`config.mk`:
```
export PLATFORM = sky130hd
export DESIGN_NAME = regfile_wb_arbiter
export DESIGN_NICKNAME = d
export VERILOG_FILES = /design/src/rtl/regfile_wb_arbiter_pkg.sv /design/src/rtl/regfile_wb_arbiter_wb_fifo.sv /design/src/rtl/regfile_wb_arbiter.sv
export SDC_FILE = /design/constraint.sdc
export NUM_CORES = 1
export LEC_CHECK = 0
export ABC_CLOCK_PERIOD_IN_PS = 2700
export CORE_ASPECT_RATIO = 0.9
export CORE_UTILIZATION = 48
export DETAILED_ROUTE_END_ITERATION = 16
export PLACE_DENSITY = 0.86
export SYNTH_ARGS = -nofsm -noshare
export SYNTH_HDL_FRONTEND = slang
export SYNTH_SLANG_ARGS = --single-unit
```
`constraint.sdc`:
```
create_clock -name I_clk -period 2.7 [get_ports I_clk]
set_clock_uncertainty 0.15 [all_clocks]
set_input_delay 0.27 -clock I_clk [delete_from_list [all_inputs] [get_ports I_clk]]
set_output_delay 0.27 -clock I_clk [all_outputs]
set_load 0.03 [all_outputs]
```
`src/rtl/regfile_wb_arbiter_pkg.sv`:
```
// Shared widths and requester ids for the register-file writeback arbiter.
package regfile_wb_arbiter_pkg;
  localparam int DEF_XLEN    = 32;
  localparam int DEF_RADDR_W = 4;
  localparam logic REQ_ALU   = 1'b0;
  localparam logic REQ_LSU   = 1'b1;
endpackage

```
`src/rtl/regfile_wb_arbiter_wb_fifo.sv`:
```
// Elastic circular-buffer FIFO for one writeback requester.
// With REGFILE_WB_PENDING_EN defined, also exposes per-entry rd and valid bits.
module wb_fifo #(
  parameter int DEPTH = 2,
  parameter int W     = 36
`ifdef REGFILE_WB_PENDING_EN
  , parameter int RD_W = 4
`endif
) (
  input  logic         i_clk,
  input  logic         i_rst_n,
  input  logic         i_push,
  input  logic         i_pop,
  input  logic [W-1:0] i_din,
  output logic [W-1:0] o_dout,
  output logic         o_full,
  output logic         o_empty
`ifdef REGFILE_WB_PENDING_EN
  , output logic [DEPTH-1:0][RD_W-1:0] o_ent_rd
  , output logic [DEPTH-1:0]           o_ent_vld
`endif
);
  localparam int PTR_W = $clog2(DEPTH);

  logic [DEPTH-1:0][W-1:0] r_mem;
  logic [PTR_W-1:0]        r_wptr, r_rptr;
  logic [PTR_W:0]          r_cnt;
  logic                    w_push, w_pop;

  assign o_full  = (r_cnt == (PTR_W+1)'(DEPTH));
  assign o_empty = (r_cnt == '0);
  assign o_dout  = r_mem[r_rptr];
  assign w_push  = i_push && !o_full;
  assign w_pop   = i_pop && !o_empty;

  always_ff @(posedge i_clk or negedge i_rst_n) begin
    if (!i_rst_n) begin
      r_wptr <= '0;
      r_rptr <= '0;
      r_cnt  <= '0;
    end else begin
      if (w_push) r_wptr <= r_wptr + PTR_W'(1);
      if (w_pop)  r_rptr <= r_rptr + PTR_W'(1);
      if (w_push && !w_pop)      r_cnt <= r_cnt + (PTR_W+1)'(1);
      else if (w_pop && !w_push) r_cnt <= r_cnt - (PTR_W+1)'(1);
    end
  end

  always_ff @(posedge i_clk) begin
    if (w_push) r_mem[r_wptr] <= i_din;
  end

`ifdef REGFILE_WB_PENDING_EN
  // Slot i is live when its distance from the read pointer is below the count.
  always_comb begin
    o_ent_rd  = '0;
    o_ent_vld = '0;
    for (int i = 0; i < DEPTH; i++) begin
      o_ent_rd[i]  = r_mem[i][W-1 -: RD_W];
      o_ent_vld[i] = ({1'b0, PTR_W'(i) - r_rptr}) < r_cnt;
    end
  end
`endif
endmodule

```
`src/rtl/regfile_wb_arbiter.sv`:
```
// Round-robin share of the register-file write port between ALU (0) and LSU (1).
// Optional REGFILE_WB_PENDING_EN adds O_pending, the per-register in-flight write mask.
module regfile_wb_arbiter
  import regfile_wb_arbiter_pkg::*;
#(
  parameter int DEPTH   = 2,
  parameter int XLEN    = DEF_XLEN,
  parameter int RADDR_W = DEF_RADDR_W
) (
  input  logic               I_clk,
  input  logic               I_rst_n,
  input  logic               I_req0_valid,
  output logic               O_req0_ready,
  input  logic [RADDR_W-1:0] I_req0_rd,
  input  logic [XLEN-1:0]    I_req0_data,
  input  logic               I_req1_valid,
  output logic               O_req1_ready,
  input  logic [RADDR_W-1:0] I_req1_rd,
  input  logic [XLEN-1:0]    I_req1_data,
  input  logic               I_hold,
  output logic               O_regwen,
  output logic [RADDR_W-1:0] O_rd,
  output logic [XLEN-1:0]    O_data,
`ifdef REGFILE_WB_PENDING_EN
  output logic [15:0]        O_pending,
`endif
  output logic               O_idle
);
  localparam int W = RADDR_W + XLEN;

  logic [1:0]         w_push, w_pop, w_full, w_empty;
  logic [1:0][W-1:0]  w_din, w_dout;
  logic               w_gnt1;
  logic               r_regwen, r_last;
  logic [RADDR_W-1:0] r_rd;
  logic [XLEN-1:0]    r_data;
`ifdef REGFILE_WB_PENDING_EN
  logic [1:0][DEPTH-1:0][RADDR_W-1:0] w_ent_rd;
  logic [1:0][DEPTH-1:0]              w_ent_vld;
  logic [15:0]                        w_pend;
`endif

  assign w_din[0] = {I_req0_rd, I_req0_data};
  assign w_din[1] = {I_req1_rd, I_req1_data};
  // Writes to x0 complete the handshake but never occupy a slot.
  assign w_push[0] = I_req0_valid && !w_full[0] && (I_req0_rd != '0);
  assign w_push[1] = I_req1_valid && !w_full[1] && (I_req1_rd != '0);
  assign O_req0_ready = ~w_full[0];
  assign O_req1_ready = ~w_full[1];

  for (genvar g = 0; g < 2; g++) begin : g_fifo
    wb_fifo #(
      .DEPTH (DEPTH),
      .W     (W)
`ifdef REGFILE_WB_PENDING_EN
      , .RD_W(RADDR_W)
`endif
    ) u_fifo (
      .i_clk   (I_clk),
      .i_rst_n (I_rst_n),
      .i_push  (w_push[g]),
      .i_pop   (w_pop[g]),
      .i_din   (w_din[g]),
      .o_dout  (w_dout[g]),
      .o_full  (w_full[g]),
      .o_empty (w_empty[g])
`ifdef REGFILE_WB_PENDING_EN
      , .o_ent_rd (w_ent_rd[g])
      , .o_ent_vld(w_ent_vld[g])
`endif
    );
  end

  // Requester 1 wins when it is the only one waiting, or when 0 was served last.
  assign w_gnt1   = !w_empty[1] && (w_empty[0] || r_last == REQ_ALU);
  assign w_pop[1] = !I_hold && w_gnt1;
  assign w_pop[0] = !I_hold && !w_empty[0] && !w_gnt1;

  always_ff @(posedge I_clk or negedge I_rst_n) begin
    if (!I_rst_n) begin
      r_regwen <= 1'b0;
      r_rd     <= '0;
      r_data   <= '0;
      r_last   <= REQ_LSU;
    end else begin
      r_regwen <= |w_pop;
      if (|w_pop) begin
        {r_rd, r_data} <= w_pop[1] ? w_dout[1] : w_dout[0];
        r_last         <= w_pop[1] ? REQ_LSU : REQ_ALU;
      end
    end
  end

  assign O_regwen = r_regwen;
  assign O_rd     = r_rd;
  assign O_data   = r_data;
  assign O_idle   = ~r_regwen && w_empty[0] && w_empty[1];

`ifdef REGFILE_WB_PENDING_EN
  always_comb begin
    w_pend = '0;
    for (int r = 0; r < 2; r++)
      for (int i = 0; i < DEPTH; i++)
        if (w_ent_vld[r][i]) w_pend[w_ent_rd[r][i]] = 1'b1;
    if (r_regwen) w_pend[r_rd] = 1'b1;
    w_pend[0] = 1'b0;
  end
  assign O_pending = w_pend;
`endif
endmodule

```
# Yosys cells after proc, flatten, opt, wreduce, memory -nomap -nowiden

Cells that the tools add are included.

Bits in registers: 190
Bits of input ports: 77
Word-level logic and storage cells: 88

$add $sub $neg: 8
$lt $le $gt $ge: 6
Eq/ne operators: 2
Muxes and demuxes: 16
Bitwise operators: 4
Reduce and logical (&&, ||, !) cells: 38

Operator list:

| kind                                                                  | number |
|---|---|
| 36-bit two-way mux                                                    | 7 |
| 72-bit bitwise mux                                                    | 2 |
| 36-bit demux with 1-bit select                                        | 2 |
| 1-bit logical AND                                                     | 20 |
| 1-bit zero test                                                       | 10 |
| 1-bit by 2-bit < comparator with 1-bit output (second input constant) | 4 |
| 2-bit two-way mux                                                     | 4 |
| 4-bit nonzero test                                                    | 2 |
| 1-bit adder (second input constant)                                   | 4 |
| 2-bit by 1-bit adder with 2-bit output (second input constant)        | 2 |
| 2-bit equality test (second input constant)                           | 2 |
| 2-bit zero test                                                       | 2 |
| 1-bit inverter                                                        | 4 |
| 2-bit nonzero test                                                    | 2 |
| 2-bit by 1-bit subtractor with 2-bit output (second input constant)   | 2 |
| 1-bit greater-or-equal comparator (second input constant)             | 2 |
| 2-bit OR reduction                                                    | 1 |
| 1-bit logical OR                                                      | 1 |
| 1-bit two-way mux                                                     | 1 |

# Depth between registers and ports, before layout

Gate-level depths: netlist of the first run.

Depth in word-level cells: 9
Mapped depth: 9
Depth with buffers taken out: 7

# Cells and area by module

A second synthesis of the first run with hierarchy kept.

Cell total of the unflattened synthesis: 485
Area total of the unflattened synthesis: 8,164.1 sq um

By module, submodules not included:

| module             | times used | cells an instance | area an instance (sq um) |
|---|---|---|---|
| wb_fifo            | 2          | 131               | 2,944.1 |
| regfile_wb_arbiter | 1          | 223               | 2,275.9 |

# Worst setup path after synthesis of the first run

Ideal clock, no wire load.

Path type: flip-flop to flip-flop
Start: register g_fifo[0].u_fifo.r_cnt[0]
End: register g_fifo[0].u_fifo.r_mem[0] in the netlist's numbering, enable pin
Data arrival time: 2.573 ns
Data required time: 2.121 ns
Path slack: -0.453 ns
Stages on the path, launching flop included: 5
Buffers on the path: 1
Clock period less this slack: 3.153 ns
Cell sequence: dfrtp_1 -> buf_2 -> nand2b_1 -> nand3_1 -> nor2_1

Word-level cells in the longest chain between the ends: 5

Ends and longest elaborated chain:

| what                           | RTL line                                                   | text |
|---|---|---|
| start: declaration             | regfile_wb_arbiter_wb_fifo.sv:27                           | `logic [PTR_W:0] r_cnt;` |
| start signal: assignment       | regfile_wb_arbiter_wb_fifo.sv:44                           | `if (w_push && !w_pop) r_cnt <= r_cnt + (PTR_W+1)'(1);` |
| start signal: assignment       | regfile_wb_arbiter_wb_fifo.sv:45                           | `else if (w_pop && !w_push) r_cnt <= r_cnt - (PTR_W+1)'(1);` |
| 2-bit equality test *          | regfile_wb_arbiter_wb_fifo.sv:30                           | `assign o_full = (r_cnt == (PTR_W+1)'(DEPTH));` |
| 1-bit zero test *              | regfile_wb_arbiter_wb_fifo.sv:33, regfile_wb_arbiter.sv:46 |  |
| 1-bit logical AND (2 in a row) | regfile_wb_arbiter.sv:46                                   | `assign w_push[0] = I_req0_valid && !w_full[0] && (I_req0_rd != '0);` |
| 1-bit logical AND *            | regfile_wb_arbiter_wb_fifo.sv:33                           | `assign w_push = i_push && !o_full;` |
| end signal: indexed assignment | regfile_wb_arbiter_wb_fifo.sv:50                           | `if (w_push) r_mem[r_wptr] <= i_din;` |
| end: declaration               | regfile_wb_arbiter_wb_fifo.sv:25                           | `logic [DEPTH-1:0][W-1:0] r_mem;` |

Mark *: on every way between the ends. The rest lies on a longest branch, timed or not.
A chain may end at the register's enable or synchronous reset.

# Final worst setup path of the first run

Start: register g_fifo[1].u_fifo.r_cnt[0]
End: output O_idle

Word-level cells in the longest chain between the ends: 2

Ends and longest elaborated chain:

| what                     | RTL line                         | text |
|---|---|---|
| start: declaration       | regfile_wb_arbiter_wb_fifo.sv:27 |  |
| start signal: assignment | regfile_wb_arbiter_wb_fifo.sv:44 |  |
| start signal: assignment | regfile_wb_arbiter_wb_fifo.sv:45 |  |
| 2-bit zero test          | regfile_wb_arbiter_wb_fifo.sv:31 | `assign o_empty = (r_cnt == '0);` |
| 1-bit logical AND        | regfile_wb_arbiter.sv:97         | `assign O_idle = ~r_regwen && w_empty[0] && w_empty[1];` |
| end: declaration         | regfile_wb_arbiter.sv:27         | `output logic O_idle` |

Every way passes these cells.

==> results of run 1 <==
## state kept, by name, summed over array words and instances, names as in the netlist
name,cells
g_fifo.u_fifo.r_cnt,4
r_last,1
g_fifo.u_fifo.r_rptr,2
O_rd,4
g_fifo.u_fifo.r_mem,144
O_data,32
O_regwen,1
g_fifo.u_fifo.r_wptr,2
## metal layers
layer | vias to the layer above | share of wire
li1 | 2157 | -
met1 | 2433 | 0.41
met3 | 34 | 0.062
met2 | 213 | 0.50
met4 | 0 | 0.023
met5 | - | 0
## cell usage in the layout (no fill, tap or decap)
master,instances
sky130_fd_sc_hd__o21ai_1,1
sky130_fd_sc_hd__o21ai_0,36
sky130_fd_sc_hd__buf_4,14
sky130_fd_sc_hd__nor2_1,3
sky130_fd_sc_hd__or4_1,2
sky130_fd_sc_hd__dfrtp_1,43
sky130_fd_sc_hd__inv_1,6
sky130_fd_sc_hd__nor2_4,4
sky130_fd_sc_hd__a2111oi_0,36
sky130_fd_sc_hd__nor4_4,1
sky130_fd_sc_hd__a221oi_1,36
sky130_fd_sc_hd__dfrtp_2,2
sky130_fd_sc_hd__nor2b_1,73
sky130_fd_sc_hd__buf_2,1
sky130_fd_sc_hd__clkinv_2,5
sky130_fd_sc_hd__clkinvlp_4,4
sky130_fd_sc_hd__bufinv_16,2
sky130_fd_sc_hd__ha_1,2
sky130_fd_sc_hd__xor2_1,4
sky130_fd_sc_hd__o221ai_1,1
sky130_fd_sc_hd__or2_1,1
sky130_fd_sc_hd__clkdlybuf4s50_1,115
sky130_fd_sc_hd__o21ba_2,1
sky130_fd_sc_hd__nand2_1,2
sky130_fd_sc_hd__xnor2_1,6
sky130_fd_sc_hd__clkbuf_1,1
sky130_fd_sc_hd__dfstp_2,1
sky130_fd_sc_hd__dlygate4sd3_1,1
sky130_fd_sc_hd__clkinv_1,1
sky130_fd_sc_hd__clkbuf_16,17
sky130_fd_sc_hd__edfxtp_1,144
sky130_fd_sc_hd__o21ai_4,1
sky130_fd_sc_hd__nand3_1,2
sky130_fd_sc_hd__o21bai_2,1
sky130_fd_sc_hd__o21a_4,1
sky130_fd_sc_hd__o31ai_1,36
sky130_fd_sc_hd__nand2b_1,2
sky130_fd_sc_hd__clkbuf_8,2
## timing repair
action                     CTS  global route
hold endpoints to repair    29             0
setup endpoints to repair    0             0
hold buffers                 1             0
## final cells by class
cell class | instances | share of cell area
clock buffer | 20 | 0.0483
clock inverter | 12 | 0.0126
inverter | 6 | 0.00238
multi-input combinational | 252 | 0.195
sequential | 190 | 0.580
tap | 202 | 0.0268
timing repair buffer | 131 | 0.135
## synthesized netlist by cell type (all sizes together)
cell       n
a2111oi   36
a221oi    36
buf       25
clkbuf    19
dfrtp     45
dfstp      1
edfxtp   144
ha         2
inv        6
nand2      2
nand2b     2
nand3      2
nor2       7
nor2b     73
nor4       1
o21a       1
o21ai     38
o21ba      1
o21bai     1
o221ai     1
o31ai     36
or2        1
or4        2
xnor2      6
xor2       4
## worst register-to-register path: stages, from the launching register on
cell and delay [ns]:
sky130_fd_sc_hd__dfrtp_1 0.53, sky130_fd_sc_hd__nand2b_1 0.23, sky130_fd_sc_hd__nand3_1 0.27, sky130_fd_sc_hd__nor2_4 0.87
## power by group through the flow
| stage | sequential (mW) | combinational [mW] | clock [mW] |
|---|---|---|---|
| 2_1_floorplan | 4.89 | 1.92 | 0 |
| 3_3_place_gp | 4.56 | 3.46 | 0 |
| 3_5_place_dp | 4.61 | 3.60 | 0 |
| 4_1_cts | 4.57 | 3.63 | 2.45 |
| 5_1_grt | 4.66 | 3.88 | 2.58 |
| 6_report | 4.57 | 3.61 | 2.45 |
## final timing paths
check | endpoint | slack (ns) | cells past startpoint
min in group asynchronous | O_data[2]$_DFFE_PN0P_ | 0.28 | 2
max in group asynchronous | O_data[12]$_DFFE_PN0P_ | 1.40 | 3
min reg2reg | O_data[21]$_DFFE_PN0P_ | 0.36 | 2
max reg2reg | g_fifo[1].u_fifo.r_mem[6]$_DFFE_PP_ | 0.25 | 3
max | O_idle | 0.1 | 3
min | g_fifo[0].u_fifo.r_mem[38]$_DFFE_PP_ | 0.26 | 1
## stage by stage
| stage | utilization | cell area, µm² | total power, mW |
|---|---|---|---|
| 6_report | 0.614 | 9450 | 10.6 |
| 4_1_cts | 0.614 | 9450 | 10.7 |
| 5_1_grt | 0.614 | 9450 | 11.1 |
| 3_5_place_dp | 0.576 | 8860 | 8.21 |
| 3_3_place_gp | 0.576 | 8860 | 8.01 |
| 2_1_floorplan | - | 7520 | 6.81 |
## cells by family (layout without fill, tap and decap cells)
family          after synthesis  count (layout)  synth area share
compound gates              150             150             0.151
xor+xnor                     10              10            0.0116
fa+ha+maj                     2               2           0.00333
buf+inv                      50             169            0.0331
flops                       190             190             0.728
simple gates                 90              90            0.0727
==> run summary, run 1 <==
================================================================================
Synthesized flop and latch total ..................................          190
Post-Layout Cell Count ............................................          813
Count of inserted antenna diode cells .............................            0
Final Hold Violating Endpoints ....................................            0
Proportion of power drawn by the clock network ....................        0.230
Class of the tightest hold or removal check ....................... primary input to flop
Element type at the critical path end ............................. primary output
Total number of clock tree sinks ..................................          190
Cell Pwr Density ..................................................  1120 mW/mm²
Maximum clock path buffer count ...................................            2
Nets@finish .......................................................          677
Core region area ..................................................   0.0154 mm²
Number of iterations in the first detailed-routing pass ...........            6
Area occupied by multi-input gates ................................  0.00185 mm²
Total global routing overflow .....................................            0
Number of antenna violations at the first check in global routing .            0
CTS tree ..........................................................          yes
Number of global-route vias before repair .........................         4945
Global-route wire length before repair ............................      27.2 mm
Vias post-DR ......................................................         4837
Cell Int Power ....................................................      6.84 mW
Sw Pwr ............................................................      3.78 mW
Highest cell delay on the worst timing path .......................      0.68 ns
Slew of the pin with the lowest slew margin .......................      1.12 ns
Maximum number of pins on one net before global-route repair ......           41
Slew margin rel. ..................................................        0.253
Switching share of total power ....................................        0.356
Via count normalized by instance count ............................         5.95
Number of gates resized after cts .................................            0
Number of remaining DRC errors ....................................            0
Unique masters post-synth .........................................           30
Met2 routing resource usage after global routing ..................        0.374
Library cell with the largest summed area after synthesis ......... sky130_fd_sc_hd__edfxtp_1
Initial drt markers ...............................................          518
Required @ worst endpoint .........................................      2.28 ns
Worst Slack Setup Final ...........................................    0.0970 ns
Slowest library cell on the worst path ............................ sky130_fd_sc_hd__clkdlybuf4s50_1
Ordered cell list for the critical path ........................... nor4_4 > nor2b_1 > clkdlybuf4s50_1
Pre-CTS setup slack ...............................................    0.0257 ns
Clock buffer count from CTS .......................................           17
Setup repair after global routing missed its margin ...............           no
Launch point of the worst hold path ............................... I_req0_data[2]
Std cell rows .....................................................           43
H-Tree Depth ......................................................            4
Max Cap Viol ......................................................            0
Routability cong. .................................................        0.801
R2R Path Start .................................................... g_fifo[1].u_fifo.r_cnt[0]$_DFFE_PN0P_
Combinational power share .........................................        0.340
Post-synth design cell area .......................................  0.00752 mm²
Die extent in x ...................................................       134 µm
Largest fanout of any net on the critical path ....................            7
Path type of the worst setup path ................................. flop to primary output
Max-slew violation count ..........................................            0
Placed Cells ......................................................          780
Cell family with most CP delay .................................... buffers and inverters
Final setup violation count .......................................            0
Syn avg cell area .................................................     15.3 µm²
Register area .....................................................  0.00548 mm²
CP startpoint kind ................................................         flop
Sum of negative setup slack .......................................         0 ns
Synth-to-layout area growth .......................................        25.5%
CP startpoint ..................................................... g_fifo[1].u_fifo.r_cnt[0]$_DFFE_PN0P_
Share of total power in sequential cells ..........................        0.430
Total Routed Length ...............................................      17.2 mm
Mean routed wirelength per cell ...................................      21.1 µm
Number of warning messages in the yosys log .......................            0
Worst hold slack ..................................................     0.259 ns
Clock-pin slew on the worst setup and hold paths ..................      0.06 ns
Count of mapped cells out of synthesis ............................          492
Vert. Die Dim .....................................................       121 µm
All-Layer GR Usage ................................................        0.228
Met3 usage ........................................................       0.0545
Peak VDD IR .......................................................     0.709 mV
Clk_lat worst skew ................................................      0.44 ns
Top-Level Pins ....................................................          117
Final critical delay including setup and external delays ..........      2.60 ns
Sequential-to-total area share from yosys stat ....................        0.728
Leakage ...........................................................      3.17 nW
Share of the synthesized area in the top cell type ................        0.575
Die Outline Area ..................................................   0.0162 mm²
Ratio of cells with drive above 1 in the final layout .............       0.0933
Met1 Usage GRT ....................................................        0.291
PortBufs ..........................................................          116
Syn nets ..........................................................          571
Global routing's busiest layer ....................................         met2
Buffering stage count on the worst path with inverters included ...            1
Effective utilization at floorplan ................................        0.489
Result of the run .................................................    completed
Period utilization ................................................        0.964
Clock tree root driver cell ....................................... sky130_fd_sc_hd__clkbuf_16
Maximum frequency from static timing analysis .....................      384 MHz
Largest cells by area after synthesis ............................. sky130_fd_sc_hd__edfxtp_1, sky130_fd_sc_hd__dfrtp_1, sky130_fd_sc_hd__nor2b_1, sky130_fd_sc_hd__a2111oi_0, sky130_fd_sc_hd__a221oi_1
Layout filler cell count ..........................................         1114
Final HPWL from detailed placement ................................      11.0 mm
Critical path arrival .............................................      2.18 ns
Setup Fix Bufs, Post-CTS ..........................................            0
Final antenna-violating net count .................................            0
================================================================================
Note: power is estimated with default switching activity, not from simulation.
==> run 2: changes to the inputs <==
--- a/config.mk
+++ b/config.mk
@@ -6,8 +6,10 @@
 export NUM_CORES = 1
 export LEC_CHECK = 0
 export ABC_CLOCK_PERIOD_IN_PS = 2700
+export CAP_MARGIN = 20
 export CORE_ASPECT_RATIO = 0.9
 export CORE_UTILIZATION = 48
+export CTS_CLUSTER_DIAMETER = 150
 export DETAILED_ROUTE_END_ITERATION = 16
 export PLACE_DENSITY = 0.86
 export SYNTH_ARGS = -nofsm -noshare
==> run summary, run 2 (synthesized netlist as in run 1, its figures left out) <==
================================================================================
R2R Path Start .................................................... g_fifo[1].u_fifo.r_cnt[0]$_DFFE_PN0P_   unchanged
Number of antenna violations at the first check in global routing .            0   unchanged
Maximum clock path buffer count ...................................            2   unchanged
Highest cell delay on the worst timing path .......................      0.68 ns   about the same
Final HPWL from detailed placement ................................      11.0 mm   unchanged
Die extent in x ...................................................       134 µm   unchanged
PortBufs ..........................................................          116   unchanged
All-Layer GR Usage ................................................        0.228   unchanged
Combinational power share .........................................        0.346   was 0.340
Via count normalized by instance count ............................         5.92   was 5.95
Number of iterations in the first detailed-routing pass ...........            5   was 6
Setup repair after global routing missed its margin ...............           no   unchanged
Path type of the worst setup path ................................. flop to primary output   unchanged
Clock tree root driver cell ....................................... sky130_fd_sc_hd__clkbuf_16   unchanged
Cell Int Power ....................................................      6.90 mW   was 6.84 mW
Slew margin rel. ..................................................        0.297   was 0.253
Final critical delay including setup and external delays ..........      2.61 ns   was 2.60 ns
Final antenna-violating net count .................................            0   unchanged
Ordered cell list for the critical path ........................... nor4_4 > nor2b_1 > clkdlybuf4s50_1   unchanged
Max reg flops .....................................................          144   unchanged
Launch point of the worst hold path ............................... I_req0_data[31]   was I_req0_data[2]
Share of total power in sequential cells ..........................        0.426   was 0.430
Vert. Die Dim .....................................................       121 µm   unchanged
Core region area ..................................................   0.0154 mm²   unchanged
PnR Total Power ...................................................      10.7 mW   was 10.6 mW
Vias post-DR ......................................................         4832   was 4837
CP startpoint kind ................................................         flop   unchanged
Largest register by flop count .................................... g_fifo.u_fifo.r_mem   unchanged
Ratio of cells with drive above 1 in the final layout .............       0.0977   was 0.0933
Required @ worst endpoint .........................................      2.28 ns   about the same
Max Cap Viol ......................................................            0   unchanged
Top-Level Pins ....................................................          117   unchanged
Maximum number of pins on one net before global-route repair ......           41   unchanged
Peak VDD IR .......................................................     0.709 mV   about the same
CP startpoint ..................................................... g_fifo[1].u_fifo.r_cnt[0]$_DFFE_PN0P_   unchanged
Most frequent cells in the layout ................................. sky130_fd_sc_hd__edfxtp_1, sky130_fd_sc_hd__clkdlybuf4s50_1, sky130_fd_sc_hd__nor2b_1, sky130_fd_sc_hd__dfrtp_1   unchanged
Slowest library cell on the worst path ............................ sky130_fd_sc_hd__clkdlybuf4s50_1   unchanged
Max-slew violation count ..........................................            0   unchanged
Critical path arrival .............................................      2.19 ns   was 2.18 ns
Maximum frequency from static timing analysis .....................      384 MHz   about the same
Total global routing overflow .....................................            0   unchanged
Element type at the critical path end ............................. primary output   unchanged
Cell Pwr Density ..................................................  1120 mW/mm²   about the same
Most common library cell in the layout ignoring fill and taps ..... sky130_fd_sc_hd__edfxtp_1   unchanged
Largest fanout of any net on the critical path ....................            7   unchanged
Setup Fix Bufs, Post-CTS ..........................................            0   unchanged
Count of inserted antenna diode cells .............................            0   unchanged
Final core occ ....................................................        0.618   was 0.614
Clock-pin slew on the worst setup and hold paths ..................      0.06 ns   about the same
Number of global-route vias before repair .........................         4945   unchanged
Class of the tightest hold or removal check ....................... primary input to flop   unchanged
Final setup violation count .......................................            0   unchanged
H-Tree Depth ......................................................            4   unchanged
Result of the run .................................................    completed   unchanged
Period utilization ................................................        0.966   was 0.964
Sw Pwr ............................................................      3.79 mW   was 3.78 mW
Global-route wire length before repair ............................      27.2 mm   unchanged
Switching share of total power ....................................        0.354   was 0.356
Clock buffer count from CTS .......................................           17   unchanged
Effective utilization at floorplan ................................        0.489   unchanged
Number of gates resized after cts .................................            0   unchanged
Std cell rows .....................................................           43   unchanged
Total number of clock tree sinks ..................................          190   unchanged
Nets@finish .......................................................          680   was 677
Cell depth of the worst min-delay path ............................            1   unchanged
Routability cong. .................................................        0.801   unchanged
CTS tree ..........................................................          yes   unchanged
Mean routed wirelength per cell ...................................      21.1 µm   about the same
Slew of the pin with the lowest slew margin .......................      1.05 ns   was 1.12 ns
Clk_lat worst skew ................................................      0.44 ns   about the same
Total Routed Length ...............................................      17.2 mm   about the same
Initial drt markers ...............................................          544   was 518
Die Outline Area ..................................................   0.0162 mm²   unchanged
Cell count of the worst reg-to-reg path ...........................            3   unchanged
Number of remaining DRC errors ....................................            0   unchanged
Synth-to-layout area growth .......................................        26.4%   was 25.5%
Leakage ...........................................................      3.20 nW   was 3.17 nW
Proportion of power drawn by the clock network ....................        0.228   was 0.230
Final Hold Violating Endpoints ....................................            0   unchanged
================================================================================
[run 2: cell count changes in the layout (fill, tap and decap cells not counted)]
cell / previous run / this run
sky130_fd_sc_hd__buf_12: 0 / 2
sky130_fd_sc_hd__buf_16: 0 / 1
[run 2: final cells by class]
cell class	count	area, µm²
fill	1108	5870
sequential	190	5480
multi-input combinational	252	1850
timing repair buffer	134	1340
clock buffer	20	457
tap	202	253
clock inverter	12	119
inverter	6	22.5
[run 2: worst max-delay path, delay by kind of cell (launching register included)]
kind	cells	cell delay (ns)
flops	1	0.49
simple gates	2	0.57
buf+inv	1	0.68
[run 2: stage by stage]
stage	cell area (µm²)	hold WS, ns	instances	setup WS [ns]	setup TNS, ns
floorplan	7520	-0.176	492	-0.453	-64.43
global placement	8860	0.199	780	0.181	0
detailed placement	8860	0.207	780	0.0257	0
CTS	9450	0.253	813	0.0615	0
global route	9510	0.262	816	0.00964	0
finish	9510	0.264	816	0.0930	0
[run 2: power by group through the flow]
stage	Combinational, mW	Clock (mW)	Sequential, mW
2_1_floorplan	1.92	0	4.89
3_3_place_gp	3.46	0	4.56
3_5_place_dp	3.60	0	4.61
4_1_cts	3.63	2.45	4.57
5_1_grt	3.96	2.58	4.65
6_report	3.69	2.44	4.56
[run 2: layer usage]
metal | GRT usage | wire (µm)
met1 | 0.291 | 6890
met5 | 0 | 0
met4 | 0.0973 | 375
met3 | 0.0545 | 1260
met2 | 0.374 | 8680
[run 2: path summary, 6_finish.rpt]
| check | end | slack, ns |
|---|---|---|
| worst max-delay path | O_idle | 0.09 |
| worst min-delay path | g_fifo[0].u_fifo.r_mem[31]$_DFFE_PP_ | 0.26 |
| worst max register to register | g_fifo[1].u_fifo.r_mem[6]$_DFFE_PP_ | 0.24 |
| worst min register to register | O_data[21]$_DFFE_PN0P_ | 0.36 |
| max in group asynchronous | O_data[12]$_DFFE_PN0P_ | 1.40 |
| min in group asynchronous | O_data[2]$_DFFE_PN0P_ | 0.29 |
[run 2: what timing repair did]
| item | 4_1_cts | 5_1_grt |
|---|---|---|
| hold buffers | 1 | 0 |
| setup endpoints to repair | 0 | 0 |
| hold endpoints to repair | 29 | 0 |
==> run 3: changes to the inputs <==
--- a/config.mk
+++ b/config.mk
@@ -8,10 +8,10 @@
 export ABC_CLOCK_PERIOD_IN_PS = 2700
 export CAP_MARGIN = 20
 export CORE_ASPECT_RATIO = 0.9
-export CORE_UTILIZATION = 48
+export CORE_UTILIZATION = 45
 export CTS_CLUSTER_DIAMETER = 150
 export DETAILED_ROUTE_END_ITERATION = 16
-export PLACE_DENSITY = 0.86
+export PLACE_DENSITY = 0.82
 export SYNTH_ARGS = -nofsm -noshare
 export SYNTH_HDL_FRONTEND = slang
 export SYNTH_SLANG_ARGS = --single-unit
==> run summary, run 3 (synthesized netlist as in run 1, its figures left out) <==
================================================================================
Max reg flops .....................................................          144   unchanged
Required @ worst endpoint .........................................      2.28 ns   about the same
Slew margin rel. ..................................................        0.288   was 0.297
Routability cong. .................................................        0.768   was 0.801
Number of global-route vias before repair .........................         4767   was 4945
Maximum clock path buffer count ...................................            2   unchanged
Die Outline Area ..................................................   0.0172 mm²   was 0.0162 mm²
Worst hold slack ..................................................     0.263 ns   was 0.264 ns
Number of iterations in the first detailed-routing pass ...........           11   was 5
PnR Total Power ...................................................      10.9 mW   was 10.7 mW
Worst Slack Setup Final ...........................................    0.0857 ns   was 0.0930 ns
CTS tree ..........................................................          yes   unchanged
Violations in the final reports ...................................          DRC
Initial drt markers ...............................................          339   was 544
Vert. Die Dim .....................................................       125 µm   was 121 µm
Setup Fix Bufs, Post-CTS ..........................................            0   unchanged
Top-Level Pins ....................................................          117   unchanged
Vias post-DR ......................................................         4704   was 4832
Maximum frequency from static timing analysis .....................      383 MHz   was 384 MHz
Total Routed Length ...............................................      16.7 mm   was 17.2 mm
Leakage ...........................................................      3.24 nW   was 3.20 nW
Cell Pwr Density ..................................................  1140 mW/mm²   was 1120 mW/mm²
Post-Layout Cell Count ............................................          820   was 816
CP startpoint kind ................................................         flop   unchanged
Cell area reported after detailed placement .......................  0.00887 mm²   was 0.00886 mm²
Number of remaining DRC errors ....................................           12   was 0
Max Cap Viol ......................................................            0   unchanged
Clk_lat worst skew ................................................      0.43 ns   was 0.44 ns
Clock tree root driver cell ....................................... sky130_fd_sc_hd__clkbuf_16   unchanged
Final Hold Violating Endpoints ....................................            0   unchanged
Synth-to-layout area growth .......................................        27.5%   was 26.4%
All-Layer GR Usage ................................................        0.202   was 0.228
Global-route wire length before repair ............................      25.8 mm   was 27.2 mm
Placed Cells ......................................................          784   was 780
Count of inserted antenna diode cells .............................            0   unchanged
Final antenna-violating net count .................................            0   unchanged
Largest register by flop count .................................... g_fifo.u_fifo.r_mem   unchanged
Class of the tightest hold or removal check ....................... primary input to async pin   was primary input to flop
Final core occ ....................................................        0.591   was 0.618
Most common library cell in the layout ignoring fill and taps ..... sky130_fd_sc_hd__edfxtp_1   unchanged
Mean routed wirelength per cell ...................................      20.4 µm   was 21.1 µm
Path type of the worst setup path ................................. flop to primary output   unchanged
Effective utilization at floorplan ................................        0.463   was 0.489
Result of the run ................................................. finished, violations left   was completed
Sum of negative setup slack .......................................         0 ns   unchanged
Setup repair after global routing missed its margin ...............           no   unchanged
Via count normalized by instance count ............................         5.74   was 5.92
Element type at the critical path end ............................. primary output   unchanged
Max-slew violation count ..........................................            0   unchanged
Die extent in x ...................................................       138 µm   was 134 µm
Nets@finish .......................................................          679   was 680
Period utilization ................................................        0.968   was 0.966
Most frequent cells in the layout ................................. sky130_fd_sc_hd__edfxtp_1, sky130_fd_sc_hd__clkdlybuf4s50_1, sky130_fd_sc_hd__nor2b_1, sky130_fd_sc_hd__dfrtp_1   unchanged
Total global routing overflow .....................................            0   unchanged
Largest fanout of any net on the critical path ....................            7   unchanged
Post-route design area ............................................  0.00959 mm²   was 0.00951 mm²
Final setup violation count .......................................            0   unchanged
Maximum number of pins on one net before global-route repair ......           47   was 41
Critical path arrival .............................................      2.19 ns   about the same
Ratio of cells with drive above 1 in the final layout .............       0.0962   was 0.0977
Final HPWL from detailed placement ................................      10.7 mm   was 11.0 mm
Clock-pin slew on the worst setup and hold paths ..................      0.06 ns   about the same
Pre-CTS setup slack ...............................................    0.0448 ns   was 0.0257 ns
Number of antenna violations at the first check in global routing .            0   unchanged
Slew of the pin with the lowest slew margin .......................      1.07 ns   was 1.05 ns
Total number of clock tree sinks ..................................          190   unchanged
Final critical delay including setup and external delays ..........      2.61 ns   about the same
Core region area ..................................................   0.0162 mm²   was 0.0154 mm²
Clock buffer count from CTS .......................................           17   unchanged
Std cell rows .....................................................           44   was 43
Peak VDD IR .......................................................     0.605 mV   was 0.709 mV
PortBufs ..........................................................          116   unchanged
H-Tree Depth ......................................................            4   unchanged
================================================================================
## run 3: repair_timing
action                    in CTS  in global routing
hold endpoints to repair      25                  0
gates resized for setup        0                  0
hold buffers                   1                  0
## run 3: critical path, cell delays in order, from the launching register on
cell	delay, ns
sky130_fd_sc_hd__dfrtp_1	0.49
sky130_fd_sc_hd__nor4_4	0.42
sky130_fd_sc_hd__nor2b_1	0.18
sky130_fd_sc_hd__clkdlybuf4s50_1	0.68
## run 3: path summary, 6_finish.rpt
| path | start | endpoint | slack, ns | depth (start not counted) |
|---|---|---|---|---|
| hold reg to reg | O_data[30]$_DFFE_PN0P_ | O_data[30]$_DFFE_PN0P_ | 0.36 | 2 |
| max in group asynchronous | I_rst_n | O_data[13]$_DFFE_PN0P_ | 1.37 | 3 |
| setup / recovery | g_fifo[1].u_fifo.r_cnt[0]$_DFFE_PN0P_ | O_idle | 0.09 | 3 |
| hold / removal | I_rst_n | O_regwen$_DFF_PN0_ | 0.26 | 2 |
| min in group I_clk | I_req1_data[20] | g_fifo[1].u_fifo.r_mem[20]$_DFFE_PP_ | 0.27 | 1 |
| setup reg to reg | g_fifo[1].u_fifo.r_cnt[0]$_DFFE_PN0P_ | g_fifo[1].u_fifo.r_mem[13]$_DFFE_PP_ | 0.33 | 3 |
## run 3: layer usage
metal	vias up	track usage	part of all wire
li1	2156	-	-
met3	23	0.0534	0.076
met4	0	0.0727	0.019
met2	174	0.327	0.48
met5	-	0	0
met1	2351	0.265	0.42
## run 3: cell type report
class | instances | area, µm²
Clock inverter | 10 | 159
Clock buffer | 22 | 484
Multi-Input combinational cell | 252 | 1850
Inverter | 6 | 22.5
Sequential cell | 190 | 5480
Fill cell | 1173 | 6650
Tap cell | 207 | 259
Timing Repair Buffer | 133 | 1340
## run 3: power breakdown
part | internal [mW] | leakage, nW | switching [mW]
clock | 1.65 | 0.314 | 1.04
sequential | 4.06 | 1.89 | 0.532
combinational | 1.44 | 1.04 | 2.19
